`src/rtl/multi_encoder.sv`:
```
`default_nettype none
// ============================================================================
// Module   : multi_encoder
// Purpose  : Multi-channel quadrature encoder counter. Each channel
//            synchronises its A/B phases, decodes the Gray-code state
//            sequence and steps a WIDTH-bit count up or down according to the
//            selected resolution (x1 / x2 / x4). Counts either wrap or
//            saturate. Illegal two-bit jumps raise a sticky error flag.
// Ports    : clk    - sole clock, rising edge
//            reset  - asynchronous active-high reset
//            a, b   - per-channel quadrature phases (asynchronous to clk)
//            mode   - 00 = x1, 01 = x2, 1x = x4
//            clear  - synchronous clear of counts and error flags
//            value  - channel n count at [n*WIDTH +: WIDTH]
//            step   - one-cycle pulse when a channel's value changes
//            dir    - direction of last counted transition (1 = up)
//            error  - sticky illegal-transition flag per channel
// Options  : define ENCODER_DEBOUNCE_EN to insert a per-phase stability
//            filter of DEBOUNCE_CYCLES after the synchroniser.
// Revision : 1.0 - initial release
// ============================================================================
module multi_encoder #(
  parameter int CHANNELS        = 3,
  parameter int WIDTH           = 8,
  parameter int STEP            = 1,
  parameter int SATURATE        = 0,
  parameter int DEBOUNCE_CYCLES = 4
) (
  input  logic                      clk,
  input  logic                      reset,
  input  logic [CHANNELS-1:0]       a,
  input  logic [CHANNELS-1:0]       b,
  input  logic [1:0]                mode,
  input  logic                      clear,
  output logic [CHANNELS*WIDTH-1:0] value,
  output logic [CHANNELS-1:0]       step,
  output logic [CHANNELS-1:0]       dir,
  output logic [CHANNELS-1:0]       error
);

`ifdef ENCODER_DEBOUNCE_EN
  localparam bit c_filter_en = 1'b1;
  localparam int c_db_w      = (DEBOUNCE_CYCLES > 1) ? $clog2(DEBOUNCE_CYCLES) : 1;
  localparam logic [c_db_w-1:0] c_db_last = c_db_w'(DEBOUNCE_CYCLES - 1);
`else
  localparam bit c_filter_en = 1'b0;
`endif

  // Cycles after reset release during which the previous-state register is
  // only primed: the synchroniser (and filter) pipeline still holds reset
  // zeros, so the first real state would otherwise look like a transition.
  localparam int c_arm   = 3 + (c_filter_en ? DEBOUNCE_CYCLES : 0);
  localparam int c_arm_w = $clog2(c_arm + 1);
  localparam logic [c_arm_w-1:0] c_arm_last = c_arm_w'(c_arm);
  localparam logic [WIDTH-1:0]   c_step     = WIDTH'(STEP);
  localparam bit                 c_saturate = (SATURATE != 0);

  logic [c_arm_w-1:0] r_arm_cnt;
  logic               w_armed;

  assign w_armed = (r_arm_cnt == c_arm_last);

  always_ff @(posedge clk or posedge reset) begin
    if (reset) begin
      r_arm_cnt <= '0;
    end else if (!w_armed) begin
      r_arm_cnt <= r_arm_cnt + c_arm_w'(1);
    end
  end

  for (genvar n = 0; n < CHANNELS; n++) begin : g_chan
    logic [1:0]       r_sync_a;
    logic [1:0]       r_sync_b;
    logic [1:0]       w_raw;      // synchronised {A,B}
    logic [1:0]       w_state;    // {A,B} as seen by the decoder
    logic [1:0]       r_prev;
    logic [WIDTH-1:0] r_value;
    logic             r_step;
    logic             r_dir;
    logic             r_error;
    logic             w_fwd;
    logic             w_rev;
    logic             w_illegal;
    logic             w_qualify;
    logic             w_up;
    logic             w_dn;
    logic [WIDTH:0]   w_sum;
    logic [WIDTH:0]   w_diff;
    logic [WIDTH-1:0] w_next;

    always_ff @(posedge clk or posedge reset) begin
      if (reset) begin
        r_sync_a <= '0;
        r_sync_b <= '0;
      end else begin
        r_sync_a <= {r_sync_a[0], a[n]};
        r_sync_b <= {r_sync_b[0], b[n]};
      end
    end

    assign w_raw = {r_sync_a[1], r_sync_b[1]};

`ifdef ENCODER_DEBOUNCE_EN
    // A phase only moves once the synchronised level has differed from the
    // filtered level for DEBOUNCE_CYCLES consecutive samples.
    for (genvar p = 0; p < 2; p++) begin : g_filter
      logic              r_filt;
      logic [c_db_w-1:0] r_cnt;

      always_ff @(posedge clk or posedge reset) begin
        if (reset) begin
          r_filt <= 1'b0;
          r_cnt  <= '0;
        end else if (w_raw[p] == r_filt) begin
          r_cnt  <= '0;
        end else if (r_cnt == c_db_last) begin
          r_filt <= w_raw[p];
          r_cnt  <= '0;
        end else begin
          r_cnt  <= r_cnt + c_db_w'(1);
        end
      end

      assign w_state[p] = r_filt;
    end
`else
    assign w_state = w_raw;
`endif

    // Forward order is 00 -> 10 -> 11 -> 01 -> 00; two-bit jumps are illegal.
    always_comb begin
      w_fwd     = 1'b0;
      w_rev     = 1'b0;
      w_illegal = 1'b0;
      case ({r_prev, w_state})
        4'b00_10, 4'b10_11, 4'b11_01, 4'b01_00: w_fwd     = 1'b1;
        4'b10_00, 4'b11_10, 4'b01_11, 4'b00_01: w_rev     = 1'b1;
        4'b00_11, 4'b11_00, 4'b10_01, 4'b01_10: w_illegal = 1'b1;
        default: ;
      endcase

      // x1 counts only the 10<->11 edge, i.e. B moving while A stays high.
      // x2 counts only edges where A moves.
      case (mode)
        2'b00:   w_qualify = r_prev[1] & w_state[1];
        2'b01:   w_qualify = r_prev[1] ^ w_state[1];
        default: w_qualify = 1'b1;
      endcase

      w_up   = w_fwd & w_qualify;
      w_dn   = w_rev & w_qualify;
      w_sum  = {1'b0, r_value} + {1'b0, c_step};
      w_diff = {1'b0, r_value} - {1'b0, c_step};

      w_next = r_value;
      if (w_up) begin
        w_next = (c_saturate && w_sum[WIDTH]) ? '1 : w_sum[WIDTH-1:0];
      end else if (w_dn) begin
        w_next = (c_saturate && w_diff[WIDTH]) ? '0 : w_diff[WIDTH-1:0];
      end
    end

    always_ff @(posedge clk or posedge reset) begin
      if (reset) begin
        r_prev  <= '0;
        r_value <= '0;
        r_step  <= 1'b0;
        r_dir   <= 1'b0;
        r_error <= 1'b0;
      end else begin
        // The previous state always follows, even while arming or clearing,
        // so a mode change never loses track of position.
        r_prev <= w_state;
        r_step <= 1'b0;
        if (clear) begin
          r_value <= '0;
          r_error <= 1'b0;
        end else if (w_armed) begin
          if (w_illegal) begin
            r_error <= 1'b1;
          end
          if (w_up || w_dn) begin
            r_dir   <= w_up;
            r_value <= w_next;
            // A clamped count still updates direction but does not pulse.
            r_step  <= (w_next != r_value);
          end
        end
      end
    end

    assign value[n*WIDTH +: WIDTH] = r_value;
    assign step[n]                 = r_step;
    assign dir[n]                  = r_dir;
    assign error[n]                = r_error;
  end

endmodule
`default_nettype wire
```
`config.mk`:
```
export PLATFORM = sky130hd
export DESIGN_NAME = multi_encoder
export DESIGN_NICKNAME = d
export VERILOG_FILES = /design/src/rtl/multi_encoder.sv
export SDC_FILE = /design/constraint.sdc
export NUM_CORES = 1
export LEC_CHECK = 0
export CAP_MARGIN = 40
export CORE_MARGIN = 2
export CORE_UTILIZATION = 54
export DETAILED_ROUTE_END_ITERATION = 10
export PLACE_DENSITY_LB_ADDON = 0.08
export SYNTH_ARGS = -nofsm -noshare
export SYNTH_HDL_FRONTEND = slang
export SYNTH_SLANG_ARGS = --single-unit
```
`constraint.sdc`:
```
create_clock -name clk -period 2.15 [get_ports clk]
set_input_delay 0.215 -clock clk [delete_from_list [all_inputs] [get_ports clk]]
set_output_delay 0.215 -clock clk [all_outputs]
set_load 0.02 [all_outputs]
```
### Word level (Yosys, flattened, before mapping)

Index checks and enable logic that the tools add are counted.
W data, S select, Z words.

* equality and inequality tests: 41
* multiplexer cells: 45
* bitwise operators: 13
* add/sub/neg operators: 7
* reductions and logical operators: 29

Operators by type and width (number)
* $mux W8: 15
* $eq A4 B4 Y1 const B: 18
* $eq A4 B3 Y1 const B: 9
* $reduce_or A4 Y1: 9
* $mux W1: 27
* $add A8 B1 Y8 const B: 3
* $eq A4 B2 Y1 const B: 6
* $ne A8 B8 Y1: 3
* $sub A8 B1 Y8 const B: 3
* $reduce_bool A2 Y1: 7
* $eq A4 B1 Y1 const B: 3
* $reduce_and A2 Y1: 6
* $and A1 B1 Y1: 9
* $reduce_and A3 Y1: 3
* $pmux W1 S2: 3
* $logic_or A1 B1 Y1: 3
* $xor A1 B1 Y1: 3
* $add A2 B1 Y2 const B: 1
* $eq A2 B1 Y1 const B: 1
* $eq A2 B2 Y1 const B: 1
* $logic_not A2 Y1: 1
* $not A1 Y1: 1

* input bits: 11
* logic and storage cells: 157
* bits in registers: 53
* output and inout port bits: 33

### Longest topological paths before layout

Gate-level depths: netlist of the first run.

* word-level depth: 10
* depth in mapped cells: 7
* mapped depth without buffers: 7

### Worst setup path after synthesis of the first run

OpenSTA, ideal clock, no wires.

* path kind: reg-to-reg
* start: reg g_chan[2].r_sync_a[1]
* end: reg g_chan[2].r_value[6]
* slack: 0.244 ns
* period minus slack after synthesis: 1.906 ns
* cell stages (with the launch flop): 7
* arrival time: 1.781 ns
* required time: 2.025 ns
* library setup time: 0.125 ns
* buffers on the path: 0
* path through: dfrtp_1 ha_1 and2_1 or3_1 nand3_1 a21oi_1 mux2_2

* cells in the longest elaborated chain, start to end: 9
* elaborated cells between the ends (all ways): 25
* those cells by class: eq/ne (8); mux (8); bitwise (4); reduce/logical (5)

Ends and longest elaborated chain
* start, declared: line 72 `logic [1:0] r_sync_a;`
* start signal, assigned: line 96 `r_sync_a <= {r_sync_a[0], a[n]};`
* $eq A4 B4 Y1, or another cell as far along: line 135 `case ({r_prev, w_state})`
* $reduce_or A4 Y1: line 135
* $mux W1: line 135
* $and A1 B1 Y1: line 151 `w_dn = w_rev & w_qualify;`
* $mux W8: line 158 `end else if (w_dn) begin`
* $mux W8: line 156 `if (w_up) begin`
* $mux W8: line 182 `if (w_up || w_dn) begin`
* $mux W8: line 178 `end else if (w_armed) begin`
* $mux W8: line 175 `if (clear) begin`
* end signal, assigned: line 184 `r_value <= w_next;`
* end, declared: line 77 `logic [WIDTH-1:0] r_value;`

Parallel ways exist; a longest one is shown, timed or not. The select of a mux whose other input is x is not followed.
A chain may end at the register's enable or synchronous reset.

### Final worst setup path of the first run

* start: reg g_chan[0].r_prev[1]
* end: reg g_chan[0].r_value[7]

* cells in the longest elaborated chain, start to end: 9
* elaborated cells between the ends (all ways): 25
* those cells by class: eq/ne (8); mux (8); bitwise (4); reduce/logical (5)

Ends and longest elaborated chain
* start, declared: line 76 `logic [1:0] r_prev;`
* start signal, assigned: line 173 `r_prev <= w_state;`
* $eq A4 B4 Y1, or another cell as far along: line 135
* $reduce_or A4 Y1: line 135
* $mux W1: line 135
* $and A1 B1 Y1: line 151
* $mux W8: line 158
* $mux W8: line 156
* $mux W8: line 182
* $mux W8: line 178
* $mux W8: line 175
* end signal, assigned: line 184
* end, declared: line 77

Parallel ways exist; a longest one is shown, timed or not. The select of a mux whose other input is x is not followed.

==> results of run 1 <==
==> path summary, 6_finish.rpt <==
| kind | from | end | slack (ns) | cells past startpoint |
|---|---|---|---|---|
| max in group asynchronous | reset | g_chan[1].r_value[1] | 1.42 | 3 |
| setup / recovery | g_chan[0].r_prev[1] | g_chan[0].r_value[7] | 0.08 | 6 |
| hold / removal | reset | g_chan[0].r_prev[1] | 0.20 | 2 |
| min in group clk | b[1] | g_chan[1].r_sync_b[0] | 0.34 | 1 |
| hold reg to reg | g_chan[1].r_sync_a[0] | g_chan[1].r_sync_a[1] | 0.35 | 0 |
| setup reg to reg | g_chan[0].r_prev[1] | g_chan[0].r_value[7] | 0.08 | 6 |
==> per-stage QoR <==
step	util [%]	cell area [µm²]	hold slack [ns]	power (mW)	setup slack (ns)
after floorplan	-	2850	0.246	1.85	0.244
after global placement	66.6	3400	0.331	2.15	0.0873
after detailed placement	66.6	3400	0.336	2.18	0.0305
after CTS	68.4	3490	0.207	2.76	0.120
after global routing	68.7	3510	0.253	2.90	0.00129
final	68.7	3510	0.200	2.74	0.0798
==> cells in the mapped netlist (all sizes together), types with 6 or more instances <==
| library cell | number |
|---|---|
| nor2 | 27 |
| nand3 | 12 |
| or3 | 8 |
| mux2i | 6 |
| and3 | 6 |
| buf | 10 |
| dfrtp | 53 |
| inv | 8 |
| a21oi | 16 |
| xnor2 | 21 |
| ha | 10 |
| xor2 | 11 |
| nand4 | 9 |
| nor3 | 7 |
| nand2 | 9 |
| o21ai | 16 |
==> power by group through the flow <==
stage          clock network (mW)  logic, mW  registers, mW
6_report                    0.578      0.922           1.24
5_1_grt                     0.629       1.01           1.26
4_1_cts                     0.601      0.921           1.24
3_5_place_dp                    0      0.917           1.26
3_3_place_gp                    0      0.894           1.26
2_1_floorplan                   0      0.538           1.31
==> cells in the final DEF, fill, tap and decap left out, drive strengths merged, types with 4 or more instances in the layout <==
cell           Yosys  layout
xor2              11      11
a21oi             16      16
nor2b              5       5
nand2              9       9
ha                10      10
nor2              27      27
clkbuf             4       5
nand3             12      12
and3               6       6
clkdlybuf4s50      0      43
xnor2             21      21
o21ai             16      16
mux2               5       5
inv                8       9
buf               10      14
nor3               7       7
dfrtp             53      53
or3                8       8
a211oi             4       4
nand4              9       9
mux2i              6       6
==> timing repair <==
item | CTS | global route
hold endpoints to repair | 0 | 0
gates resized for setup | 0 | 3
endpoints found under the setup margin | 0 | 1
==> routing by layer <==
| metal | global-route usage, % | share of wire (%) | vias up |
|---|---|---|---|
| met4 | 5.09 | 1.1 | 0 |
| met3 | 2.94 | 3.8 | 7 |
| met1 | 26.3 | 45 | 1111 |
| met5 | 0 | 0 | - |
| li1 | - | - | 1088 |
| met2 | 37.1 | 50 | 57 |
==> layout make-up <==
| cell class | count | area, µm² | area share [%] |
|---|---|---|---|
| clock buffer | 5 | 68.8 | 1.96 |
| tap | 70 | 87.6 | 2.50 |
| multi-input combinational | 205 | 1420 | 40.5 |
| sequential | 53 | 1330 | 37.8 |
| inverter | 8 | 30.0 | 0.856 |
| clock inverter | 3 | 25.0 | 0.713 |
| timing repair buffer | 57 | 548 | 15.6 |
==> logic make-up (layout without fill, tap and decap cells) <==
kind of cell	count (synthesis)	in the layout	share of synthesized area, %
AOI/OAI and AO/OA	52	52	11.7
buffers and inverters	22	73	4.08
DFF	53	53	46.5
adders and majority gates	10	10	4.39
xor gates and xnor gates	32	32	10.4
muxes	11	11	4.08
and+or+nand+nor	100	100	18.8
==> sequential cells by signal (all words and copies together), names as in the netlist <==
signal and cells:
g_chan.r_sync_a 6, r_arm_cnt 2, g_chan.r_error 3, g_chan.r_sync_b 6
g_chan.r_prev 6, g_chan.r_value 24, g_chan.r_dir 3, g_chan.r_step 3
==> results.ini, run 1 <==
[detailed_routing]
dr.pass1.iters=4
wire_per_inst_um=14.6
ant_nets=0
drt-total-wl_mm=5.87
drc=0
drt-initial-drc-count=96
vias=2263
vias_per_cell=5.64

[timing]
setup_violations=0
finalHoldViolations=0
fin_skew_ns=0.0108
relSlewSlack_pct=69.3
finalCritPeriodShare_pct=96.3
tns_ns=0
fmax_mhz=483
worstMarginPinSlew_ns=0.454
rsz0062_at_grt=false
maxSlewViolCount=0
layout_min_cycle_time_ns=2.07

[clock_tree]
clk_path_buf_depth=2
numCtsBuffers=5
hold_buffers=0
cts_setup_buffers=0
cts_tree=yes
clk_latency_ns=0.30
clk_pin_slew_ns=0.11
cts_root_buf=clkbuf_8
clkSinkCount=53
htree_levels=2

[die]
fp.dieW_um=76.7
die_y_um=76.7
dieArea_um2=5880
ioPinCount=44
rows=26
floorplan.initialDensity_pct=55.8
core_um2=5110

[power_and_ir_drop]
p_per_area_nw_per_um2=782
ir_drop_uv=549
switchingPower_mw=0.962
swShare_pct=35.1
leakage_nw=1.47
comb_power_share_pct=33.6
power_frac_clock_pct=21.1
seqPwrFrac_pct=45.3
internal_power_mw=1.78

[place]
io_buffers=43
gp_congestion=0.880
place_inst=393
hpwl_mm=4.32

[cells_and_area]
fill_cells=429
drive_gt1_share_pct=11.8
area_growth_pct=23.1
antenna_cells=0
final_nets=351
fin_cells=401

[synth]
ys_types=50
syn_area_um2=2850
netlist_top_cells_area=dfrtp_1 47%, xnor2_1 6.1%, ha_1 4.4%
synthCells=280
yosys_register_bits=53
synth_warnings=0
synth-seq-area-share_pct=46.5
syn_nets=301
synth_top_cell_by_area=dfrtp_1
synth_top_area_share_pct=46.5
synth_edf_count=0
ys.flop_type=dfrtp_1
synth.avg_cell_area_um2=10.2
async_reset_ff_share_pct=100

[setup_path]
crit_slowest_cell=dfrtp_1
path_delay_family=compound AO/OA/AOI/OAI gates
startpoint_type=flip-flop
cp_slowest_stage_delay_ns=0.48
path_max_fanout=4
critPathCaptureType=flip-flop
path_cells=ha_1 > mux2_2 > o211ai_2 > mux2i_1 > a21oi_1 > a31o_2
crit_buf_inv=0
required_ns=2.35
crit_arrival_ns=2.27
path_class=reg2reg

[grt]
grt_start_max_net_pins=24
grt_pass1_vias=2153
antenna_found_initial=0
gr-total-overflow=0
grt_pass1_wl_mm=9.89
grt_usage_pct=20.6

[flow_run]
drv_cap=0

[min_path]
hold_path_class=in2async

[run_status]
status=completed

No activity file was read; power rests on OpenSTA's default activity.
==> run 2: changes to the inputs <==
CORE_UTILIZATION = 49   (was 54)
GPL_ROUTABILITY_DRIVEN = 0   (was not set)
clock period = 1.75 ns   (was 2.15 ns; I/O delays follow)
==> results.ini, run 2 (same netlist as run 1, synthesis figures left out) <==
[clock_tree]
clk_path_buf_depth=2  ; unchanged
hold_buffers=0  ; unchanged
clkSinkCount=53  ; unchanged
clk_latency_ns=0.31  ; about the same
htree_levels=2  ; unchanged
numCtsBuffers=5  ; unchanged
clk_pin_slew_ns=0.11  ; about the same
cts_root_buf=clkbuf_8
cts_tree=yes

[place]
hpwl_mm=4.35  ; +0.84%
io_buffers=43  ; unchanged
dpl_worst_slack_ns=-0.294  ; -0.324 ns

[power_and_ir_drop]
comb_power_share_pct=39.0  ; +5.4 points
ir_drop_uv=587  ; +7.0%
internal_power_mw=2.38  ; +34%
switchingPower_mw=1.31  ; +36%
power_frac_clock_pct=20.3  ; -0.8 points
total_power_mw=3.68  ; +34%
seqPwrFrac_pct=40.7  ; -4.6 points
swShare_pct=35.5  ; +0.38 points
p_per_area_nw_per_um2=905  ; +16%
leakage_nw=1.72  ; +17%

[grt]
grt_pass1_wl_mm=10.6  ; +7.2%
antenna_found_initial=0  ; unchanged
grt_start_max_net_pins=54  ; +130%
grt_usage_pct=20.8  ; +0.22 points
grt_pass1_vias=2270  ; +5.4%
gr-total-overflow=0  ; unchanged

[timing]
setup_violations=13  ; +13
hold_ws_ns=0.206  ; +0.00534 ns
fin_skew_ns=0.00964  ; -0.00117 ns
worstMarginPinSlew_ns=0.446  ; -0.00843 ns
rsz0062_at_grt=true
finalHoldViolations=0  ; unchanged
layout_min_cycle_time_ns=1.92  ; -0.149 ns
fmax_mhz=521  ; +7.8%
maxSlewViolCount=0  ; unchanged
tns_ns=-1.16  ; -1.16 ns
layout_setup_ws_ns=-0.171  ; -0.251 ns
finalCritPeriodShare_pct=110  ; +13 points
relSlewSlack_pct=70.1  ; +0.84 points

[setup_path]
startpoint_type=flip-flop
cp_slowest_stage_delay_ns=0.42  ; -0.06 ns
path_class=reg2reg
crit_buf_inv=0  ; unchanged
required_ns=1.97  ; -0.38 ns
crit_slowest_cell=dfrtp_1
path_delay_family=multiplexers
path_max_fanout=4  ; unchanged
critPathCaptureType=flip-flop
crit_arrival_ns=2.14  ; -0.13 ns
path_cells=ha_1 > mux2_4 > o211ai_4 > mux2i_2 > a21oi_1 > a31o_2

[detailed_routing]
ant_nets=0  ; unchanged
vias=2371  ; +4.8%
drt-total-wl_mm=6.40  ; +9.0%
dr.pass1.iters=4  ; unchanged
vias_per_cell=5.45  ; -3.4%
drc=0  ; unchanged
drt-initial-drc-count=130  ; +35%
wire_per_inst_um=14.7  ; +0.51%

[cells_and_area]
area_growth_pct=42.8
drive_gt1_share_pct=29.2  ; +17 points
multi_input_area_um2=1720  ; +21%
top_register=g_chan.r_value
final_cell_mix=52 x dfrtp_1, 43 x clkdlybuf4s50_1, 40 x buf_4, 27 x nor2_1
largest_register_ffs=24  ; unchanged
fill_cells=401  ; -6.5%
ff_latch_area_um2=1330  ; about the same
fin_util_pct=73.0  ; +4.3 points
layout_commonest_cell=dfrtp_1
final_nets=383  ; +9.1%
antenna_cells=0  ; unchanged

[die]
rows=27  ; +3.8%
die_y_um=80.3  ; +4.7%
fp.dieW_um=80.3  ; +4.7%
dieArea_um2=6440  ; +9.7%
ioPinCount=44  ; unchanged
core_um2=5570  ; +9.1%
floorplan.initialDensity_pct=51.1  ; -4.7 points

[run_status]
status=finished with violations
violations=negative setup slack

[flow_run]
drv_cap=0  ; unchanged

[min_path]
hold_path_class=in2async

[run 2: cell type report]
class | count | area share [%]
clock inverters | 3 | 0.707
flip-flops and latches | 53 | 32.6
repair buffers | 89 | 19.8
multi-input cells | 205 | 42.2
clock buffers | 5 | 1.69
inverters | 8 | 0.738
well taps | 72 | 2.21
[run 2: through the flow]
stage,std cells,area [µm²]
after floorplan,280,2890
after global placement,421,3640
after detailed placement,421,3640
after CTS,432,3850
after global routing,435,4070
final,435,4070
[run 2: repair_timing]
item,4_1_cts,5_1_grt
gates resized for setup,20,33
pin swaps,15,14
setup endpoints to repair,21,27
buffers inserted,3,3
[run 2: worst reg2reg max path, stage by stage (launching register included)]
cell      delay [ns]
dfrtp_1         0.42
ha_1            0.30
mux2_4          0.29
o211ai_4        0.24
mux2i_2         0.27
a21oi_1         0.09
a31o_2          0.21
[run 2: worst paths after layout]
kind / start / endpoint / slack, ns / cells after the start
worst max-delay path: g_chan[0].r_sync_a[1] / g_chan[0].r_value[7] / -0.17 / 6
worst min-delay path: reset / g_chan[0].r_prev[0] / 0.21 / 3
worst max register to register: g_chan[0].r_sync_a[1] / g_chan[0].r_value[7] / -0.17 / 6
worst min register to register: g_chan[1].r_sync_a[0] / g_chan[1].r_sync_a[1] / 0.36 / 0
max in group asynchronous: reset / g_chan[2].r_sync_a[1] / 1.30 / 3
min in group clk: a[0] / g_chan[0].r_sync_a[0] / 0.28 / 1
[run 2: power by group through the flow]
stage | Sequential, mW | Combinational (mW) | Clock (mW)
floorplan | 1.61 | 0.679 | 0
global placement | 1.50 | 1.26 | 0
detailed placement | 1.51 | 1.28 | 0
CTS | 1.49 | 1.35 | 0.771
global route | 1.52 | 1.56 | 0.825
finish | 1.50 | 1.44 | 0.748
[run 2: metal layers]
layer | vias to the layer above | share of wire [%] | global-route usage (%)
li1 | 1153 | - | -
met1 | 1167 | 45 | 29.6
met2 | 48 | 51 | 33.8
met3 | 3 | 3.1 | 3.71
met4 | 0 | 0.63 | 4.07
met5 | - | 0 | 0
